==> src/rtl/seq_pkg.sv <==
// Shared definitions for the seq_generator / seq_detector family:
// FSM state encoding, default pattern and idle line level.
package seq_pkg;

    typedef enum logic [1:0] {
        S_IDLE = 2'd0,
        S_SEND = 2'd1,
        S_GAP  = 2'd2,
        S_DONE = 2'd3
    } seq_state_t;

    localparam logic [3:0] SEQ_DEFAULT_PATTERN = 4'b0110;
    localparam logic       SEQ_IDLE_BIT        = 1'b1;

endpackage

==> src/rtl/seq_generator.sv <==
// Serial pattern transmitter: sends a latched WIDTH-bit pattern MSB-first,
// repeat_cnt times, with GAP idle bit-times between repetitions.
module seq_generator
    import seq_pkg::*;
#(
    parameter int unsigned         WIDTH           = 4,
    parameter logic [WIDTH-1:0]    DEFAULT_PATTERN = WIDTH'(SEQ_DEFAULT_PATTERN),
    parameter int unsigned         GAP             = 2,
    parameter logic                IDLE_BIT        = SEQ_IDLE_BIT
) (
    input  logic             clk,
    input  logic             rst,
    input  logic             start,
    input  logic             abort,
    input  logic [WIDTH-1:0] pattern,
    input  logic [7:0]       repeat_cnt,
    output logic             x,
    output logic             x_valid,
    output logic             busy,
    output logic             done
);

    localparam int unsigned CNT_MAX = (WIDTH > GAP + 1) ? WIDTH : GAP + 1;
    localparam int unsigned CW      = $clog2(CNT_MAX);

    seq_state_t       state, state_nxt;
    logic [WIDTH-1:0] sreg, sreg_nxt;
    logic [WIDTH-1:0] pat_q, pat_nxt;
    logic [CW-1:0]    bit_cnt, bit_nxt;
    logic [7:0]       rep_cnt, rep_nxt;
    logic             x_nxt, xv_nxt, busy_nxt, done_nxt;

    always_ff @(posedge clk) begin
        if (!rst) begin
            state   <= S_IDLE;
            sreg    <= DEFAULT_PATTERN;
            pat_q   <= DEFAULT_PATTERN;
            bit_cnt <= '0;
            rep_cnt <= '0;
            x       <= IDLE_BIT;
            x_valid <= 1'b0;
            busy    <= 1'b0;
            done    <= 1'b0;
        end else begin
            state   <= state_nxt;
            sreg    <= sreg_nxt;
            pat_q   <= pat_nxt;
            bit_cnt <= bit_nxt;
            rep_cnt <= rep_nxt;
            x       <= x_nxt;
            x_valid <= xv_nxt;
            busy    <= busy_nxt;
            done    <= done_nxt;
        end
    end

    // Outputs are registered from the current state, so each line value
    // appears one cycle after the state that produces it.
    always_comb begin
        state_nxt = state;
        sreg_nxt  = sreg;
        pat_nxt   = pat_q;
        bit_nxt   = bit_cnt;
        rep_nxt   = rep_cnt;
        x_nxt     = IDLE_BIT;
        xv_nxt    = 1'b0;
        busy_nxt  = 1'b0;
        done_nxt  = 1'b0;

        if (abort) begin
            state_nxt = S_IDLE;
        end else begin
            case (state)
                S_IDLE: begin
                    if (start) begin
                        sreg_nxt  = pattern;
                        pat_nxt   = pattern;
                        rep_nxt   = (repeat_cnt == 8'd0) ? 8'd1 : repeat_cnt;
                        bit_nxt   = CW'(WIDTH - 1);
                        state_nxt = S_SEND;
                    end
                end
                S_SEND: begin
                    x_nxt    = sreg[WIDTH-1];
                    xv_nxt   = 1'b1;
                    busy_nxt = 1'b1;
                    sreg_nxt = {sreg[WIDTH-2:0], 1'b0};
                    if (bit_cnt == '0) begin
                        if (rep_cnt <= 8'd1) begin
                            state_nxt = S_DONE;
                        end else begin
                            rep_nxt  = rep_cnt - 8'd1;
                            sreg_nxt = pat_q;
                            if (GAP == 0) begin
                                bit_nxt = CW'(WIDTH - 1);
                            end else begin
                                bit_nxt   = CW'(GAP - 1);
                                state_nxt = S_GAP;
                            end
                        end
                    end else begin
                        bit_nxt = bit_cnt - 1'b1;
                    end
                end
                S_GAP: begin
                    busy_nxt = 1'b1;
                    if (bit_cnt == '0) begin
                        bit_nxt   = CW'(WIDTH - 1);
                        state_nxt = S_SEND;
                    end else begin
                        bit_nxt = bit_cnt - 1'b1;
                    end
                end
                S_DONE: begin
                    done_nxt  = 1'b1;
                    state_nxt = S_IDLE;
                end
                default: state_nxt = S_IDLE;
            endcase
        end
    end

endmodule
==> config.mk <==
export PLATFORM = sky130hd
export DESIGN_NAME = seq_generator
export DESIGN_NICKNAME = d
export VERILOG_FILES = /design/src/rtl/seq_pkg.sv /design/src/rtl/seq_generator.sv
export SDC_FILE = /design/constraint.sdc
export NUM_CORES = 1
export LEC_CHECK = 0
export ABC_AREA = 1
export BUFFER_PORTS_ARGS = -buffer_cell sky130_fd_sc_hd__buf_2
export CELL_PAD_IN_SITES_DETAIL_PLACEMENT = 0
export CELL_PAD_IN_SITES_GLOBAL_PLACEMENT = 2
export CORE_UTILIZATION = 30
export CTS_CLUSTER_SIZE = 14
export DETAILED_ROUTE_END_ITERATION = 10
export HOLD_SLACK_MARGIN = 0.12
export PLACE_DENSITY_LB_ADDON = 0.3
export SYNTH_ARGS = -nofsm -noshare
export SYNTH_HDL_FRONTEND = slang
export SYNTH_SLANG_ARGS = --single-unit
==> constraint.sdc <==
create_clock -name clk -period 1.64 [get_ports clk]
set_input_delay 0.082 -clock clk [delete_from_list [all_inputs] [get_ports clk]]
set_output_delay 0.082 -clock clk [all_outputs]
set_load 0.005 [all_outputs]
# Word-level counts from Yosys, hierarchy flattened

Index checks and enable logic that the tools add are counted.

Output and inout port bits: 4
Input port bits: 16
Register bits after elaboration: 24
Word-level logic and storage cells: 58

Order comparisons: 1
Muxes and demuxes: 22
Bitwise operators: 3
Equal/unequal tests: 8
Add/sub/neg operators: 2
Reduce and logical (&&, ||, !) cells: 13

Operators with widths:

| kind                  | count |
|---|---|
| $mux W8               | 4 |
| $pmux W8 S2           | 1 |
| $mux W2               | 7 |
| $mux W4               | 3 |
| $reduce_and A3 Y1     | 3 |
| $le A8 B1 Y1 const B  | 1 |
| $logic_not A8 Y1      | 1 |
| $ne A2 B2 Y1 const B  | 4 |
| $pmux W2 S4           | 1 |
| $pmux W4 S2           | 1 |
| $sub A8 B1 Y8 const B | 1 |
| $pmux W2 S3           | 1 |
| $reduce_and A5 Y1     | 1 |
| $eq A2 B2 Y1 const B  | 2 |
| $logic_not A2 Y1      | 2 |
| $mux W1               | 4 |
| $reduce_and A4 Y1     | 1 |
| $reduce_or A2 Y1      | 2 |
| $ne A3 B3 Y1 const B  | 1 |
| $not A1 Y1            | 3 |
| $reduce_bool A3 Y1    | 1 |
| $reduce_or A3 Y1      | 1 |
| $eq A2 B1 Y1 const B  | 1 |
| $reduce_bool A2 Y1    | 1 |
| $sub A2 B1 Y2 const B | 1 |

# Depth between registers and ports, before layout

Word-level depth: 4
Gate-level depth with buffers: 11
Mapped depth without buffers: 11

# Least setup slack after synthesis

Ideal clock, no wire load.

Path type: reg-to-reg
Start point: reg rep_cnt[0]
End point: reg rep_cnt[0]
Data required time: 1,527 ps
Arrival time: 1,342 ps
Buffers on the path: 0
Cell stages (with the launch flop): 11
Clock period less this slack: 1,454 ps
Library setup time: 113 ps
Slack: 186 ps
Cell sequence: dfxtp_1 -> inv_1 -> ha_1 -> nor2_1 -> nor2_1 -> nand2_4 -> nand2_4 -> a21oi_4 -> nand2_1 -> nand2_1 -> nor2_1

Cells in the longest elaborated chain, start to end: 4
Elaborated cells on any way between the ends: 7
Those cells by class: 1 x add/sub; 1 x order compare; 1 x eq/ne; 3 x mux; 1 x reduce/logical

RTL lines:

| what                   | line                | text |
|---|---|---|
| from (decl)            | seq_generator.sv:30 | `logic [7:0] rep_cnt, rep_nxt;` |
| from (signal assigned) | seq_generator.sv:49 | `rep_cnt <= rep_nxt;` |
| $sub A8 B1 Y8          | seq_generator.sv:92 | `rep_nxt = rep_cnt - 8'd1;` |
| $mux W8                | seq_generator.sv:89 | `if (rep_cnt <= 8'd1) begin` |
| $mux W8                | seq_generator.sv:88 | `if (bit_cnt == '0) begin` |
| $pmux W8 S2            | seq_generator.sv:73 | `case (state)` |

Parallel ways exist; a longest one is shown, timed or not. The select of a mux whose other input is x is not followed.
A chain may end at the register's enable or synchronous reset.

# Worst setup path after layout

Start point: reg rep_cnt[0]
End point: reg rep_cnt[6]

Same word-level chain as after synthesis.

==> run_results.csv <==
group,metric,value,unit
status,status,"complete, no violations",
worst_setup_path,crit_chain,"inv_1, ha_1, nor2_1, nor2_2, nand2_4, nand2_4, a21oi_2, nand2_1, a21oi_1",
routing,finalWirelength,3770,um
finish,num_antenna_cells,0,
floorplanning,dieArea,5100,sq um
global_routing,grt_overflow,0,
place,gp_congestion,0.744,
yosys,ys_ff_latch,24,
clock_network,cts_root_buf,"clkbuf_8",
routing,drc_errors,0,
worst_setup_path,cp_max_fo,6,
power,power.total,1.64,mW
floorplanning,fp.dieH,71.4,um
worst_setup_path,cpMostUsedCell,"nand2_4",
global_routing,track_usage,16.2,%
yosys,synth_ff_type,"dfxtp_1",
worst_setup_path,end_kind,"flop",
timing,worst_pin_slew,294,ps
floorplanning,fp.dieW,71.4,um
floorplanning,start_util,32.1,%
clock_network,clk_pin_slew,90,ps
yosys,yosys.cell_types.count,24,
power,power_density,912,nW/um^2
global_routing,grt_max_degree,14,
place,port_buffers,19,
flow_run,max_cap_viol_count,0,
place,dpl_worst_slack,83.9,ps
global_routing,antenna_found_initial,0,
timing,min_period,1520,ps
yosys,syn_area,1450,sq um
worst_setup_path,worstReg2RegStart,"rep_cnt[0]",
floorplanning,ios,20,
worst_hold_path,hold-path-endpoint,"rep_cnt[2]",
worst_setup_path,start_kind,"flop",
finish,finalNetCount,281,
yosys,synth_warnings,0,
routing,vias,1429,
power,leakage,0.882,nW
routing,drt_iter0_markers,72,
yosys,synth.top_cell.area_share,33.2,%
global_routing,grt_pass1_wl,6400,um
power,ir_worst_vdd,0.380,mV
clock_network,cts.sinks,24,
place,placed_area,1650,sq um
clock_network,clk_latency,270,ps
worst_setup_path,r2r_slack,120,ps
worst_setup_path,rr_endpoint,"rep_cnt[6]",
yosys,synthArstFlopShare,0,%
finish,utilization,39.8,%
worst_hold_path,hold_start,"repeat_cnt[2]",
routing,antenna_left,0,
routing,dr.pass1.iters,4,
yosys,syn_inst,222,
worst_setup_path,rr_worst_depth,9,
global_routing,grt_pass1_vias,1469,
floorplanning,rows,24,
timing,holdWs,128,ps
floorplanning,core_area,4500,sq um
worst_hold_path,holdPathStages,3,
yosys,yosys.area.top_type,"dfxtp_1",
yosys,syn_nets,246,
timing,skew,4.75,ps
timing,fin_crit_sh,92.4,%
worst_setup_path,crit_path_top_delay_cell,"dfxtp_2",
timing,fmax,660,MHz
clock_network,numCtsBuffers,3,
timing,setup_viol,0,
routing,avgRoutedWirePerCell,12.2,um
worst_setup_path,worstPathArrival,1730,ps
yosys,syn_avg_cell_area,6.52,sq um
finish,syn_to_final_growth,24.0,%
timing,hold_violations,0,
routing,viasPerCell,4.64,
yosys,ys_seq_area_share,33.2,%
clock_network,htreeDepth,1,
worst_setup_path,worstSetupPathType,"reg -> reg",
worst_setup_path,cp_slowest_stage_delay,360,ps
finish,finalInstanceArea,1790,sq um
timing,slew_headroom,80.4,%
yosys,synthTopCellsByArea,"dfxtp_1, nand2_1, inv_1",
timing,slew_viol_final,0,
place,hpwl,2860,um
yosys,synth_edf_count,0,
finish,drive_above_1_share,21.9,%
clock_network,cts_tree,"done",
worst_setup_path,required,1850,ps
timing,fin_ws,124,ps
clock_network,cts.path.max_buffers,2,
worst_hold_path,hold_class,"in -> reg",
yosys,synth.most_common_cell,"nand2_1",
yosys,yosys-top-cells-count,"nand2_1, inv_1, dfxtp_1, nor2_1, a21oi_1",
## worst max-delay path: cells and delay by family (launching register included)
| kind | cells | cell delay (ps) |
|---|---|---|
| flip-flops | 1 | 360 |
| buffers and inverters | 1 | 60 |
| adder cells (fa/ha/maj) | 1 | 210 |
| AO/OA/AOI/OAI | 2 | 370 |
| AND/OR/NAND/NOR | 5 | 460 |
## placed cells by master (no fill, tap or decap), drive strengths merged, types with 2 or more instances in the layout
master and n:
nand2 66, inv 35, buf 28, nor2 25, dfxtp 24, a21oi 21
nand3 17, o21ai 15, ha 8, dlygate4sd3 5, clkbuf 4, nand3b 2
nand4 2
## metal layers
metal	track usage (%)	part of all wire [%]	vias up
met4	6.67	1.5	0
li1	-	-	768
met1	20.2	50	634
met3	1.69	2.2	5
met5	0	0	-
met2	28.4	46	22
## worst max-delay path by stage
stage	startpoint	to	slack, ps	cells past startpoint
after floorplan	rep_cnt[0]	rep_cnt[0]	190	10
after global placement	rep_cnt[0]	rep_cnt[0]	110	10
after detailed placement	rep_cnt[0]	rep_cnt[0]	80	10
after CTS	rep_cnt[0]	rep_cnt[0]	60	10
after global routing	rep_cnt[0]	rep_cnt[6]	-20	9
final	rep_cnt[0]	rep_cnt[6]	120	9
## report_power, final
part           switching (mW)  leakage (nW)  internal, mW  total, mW
Sequential             0.0392         0.198         0.635      0.674
Clock                   0.200        0.0288         0.215      0.415
Combinational           0.337         0.655         0.210      0.547
Total                   0.577         0.882          1.06       1.64
## per-stage QoR
stage                     instances  TNS (ps)
after floorplan                 222         0
after global placement          298         0
after detailed placement        298         0
after CTS                       307         0
after global routing            308     -32.9
final                           308         0
## kinds of logic after synthesis
logic type	Yosys count	synth area share, %
and+or+nand+nor	113	34.7
buffers and inverters	39	10.5
AOI/OAI and AO/OA	36	13.4
DFF	24	33.2
adders and majority gates	8	6.92
xor gates and xnor gates	1	0.606
muxes	1	0.692
## final cells by class
type	count	area (sq um)
clock buffer	4	55.1
fill	497	2710
sequential	24	484
inverter	35	131
multi-input combinational	160	846
timing repair buffer	33	213
tap	52	65.1
## flip-flops by register name, indices dropped and copies added (netlist names)
register,flops
bit_cnt,2
busy,1
done,1
pat_q,4
rep_cnt,8
sreg,4
state,2
x,1
x_valid,1
## what timing repair did
action	in CTS	in global routing
setup buffers	0	0
hold endpoints to repair	8	0
gates resized for setup	0	9
setup endpoints to repair	0	12
hold buffers	5	0
Power figures use the tool's default switching activity.
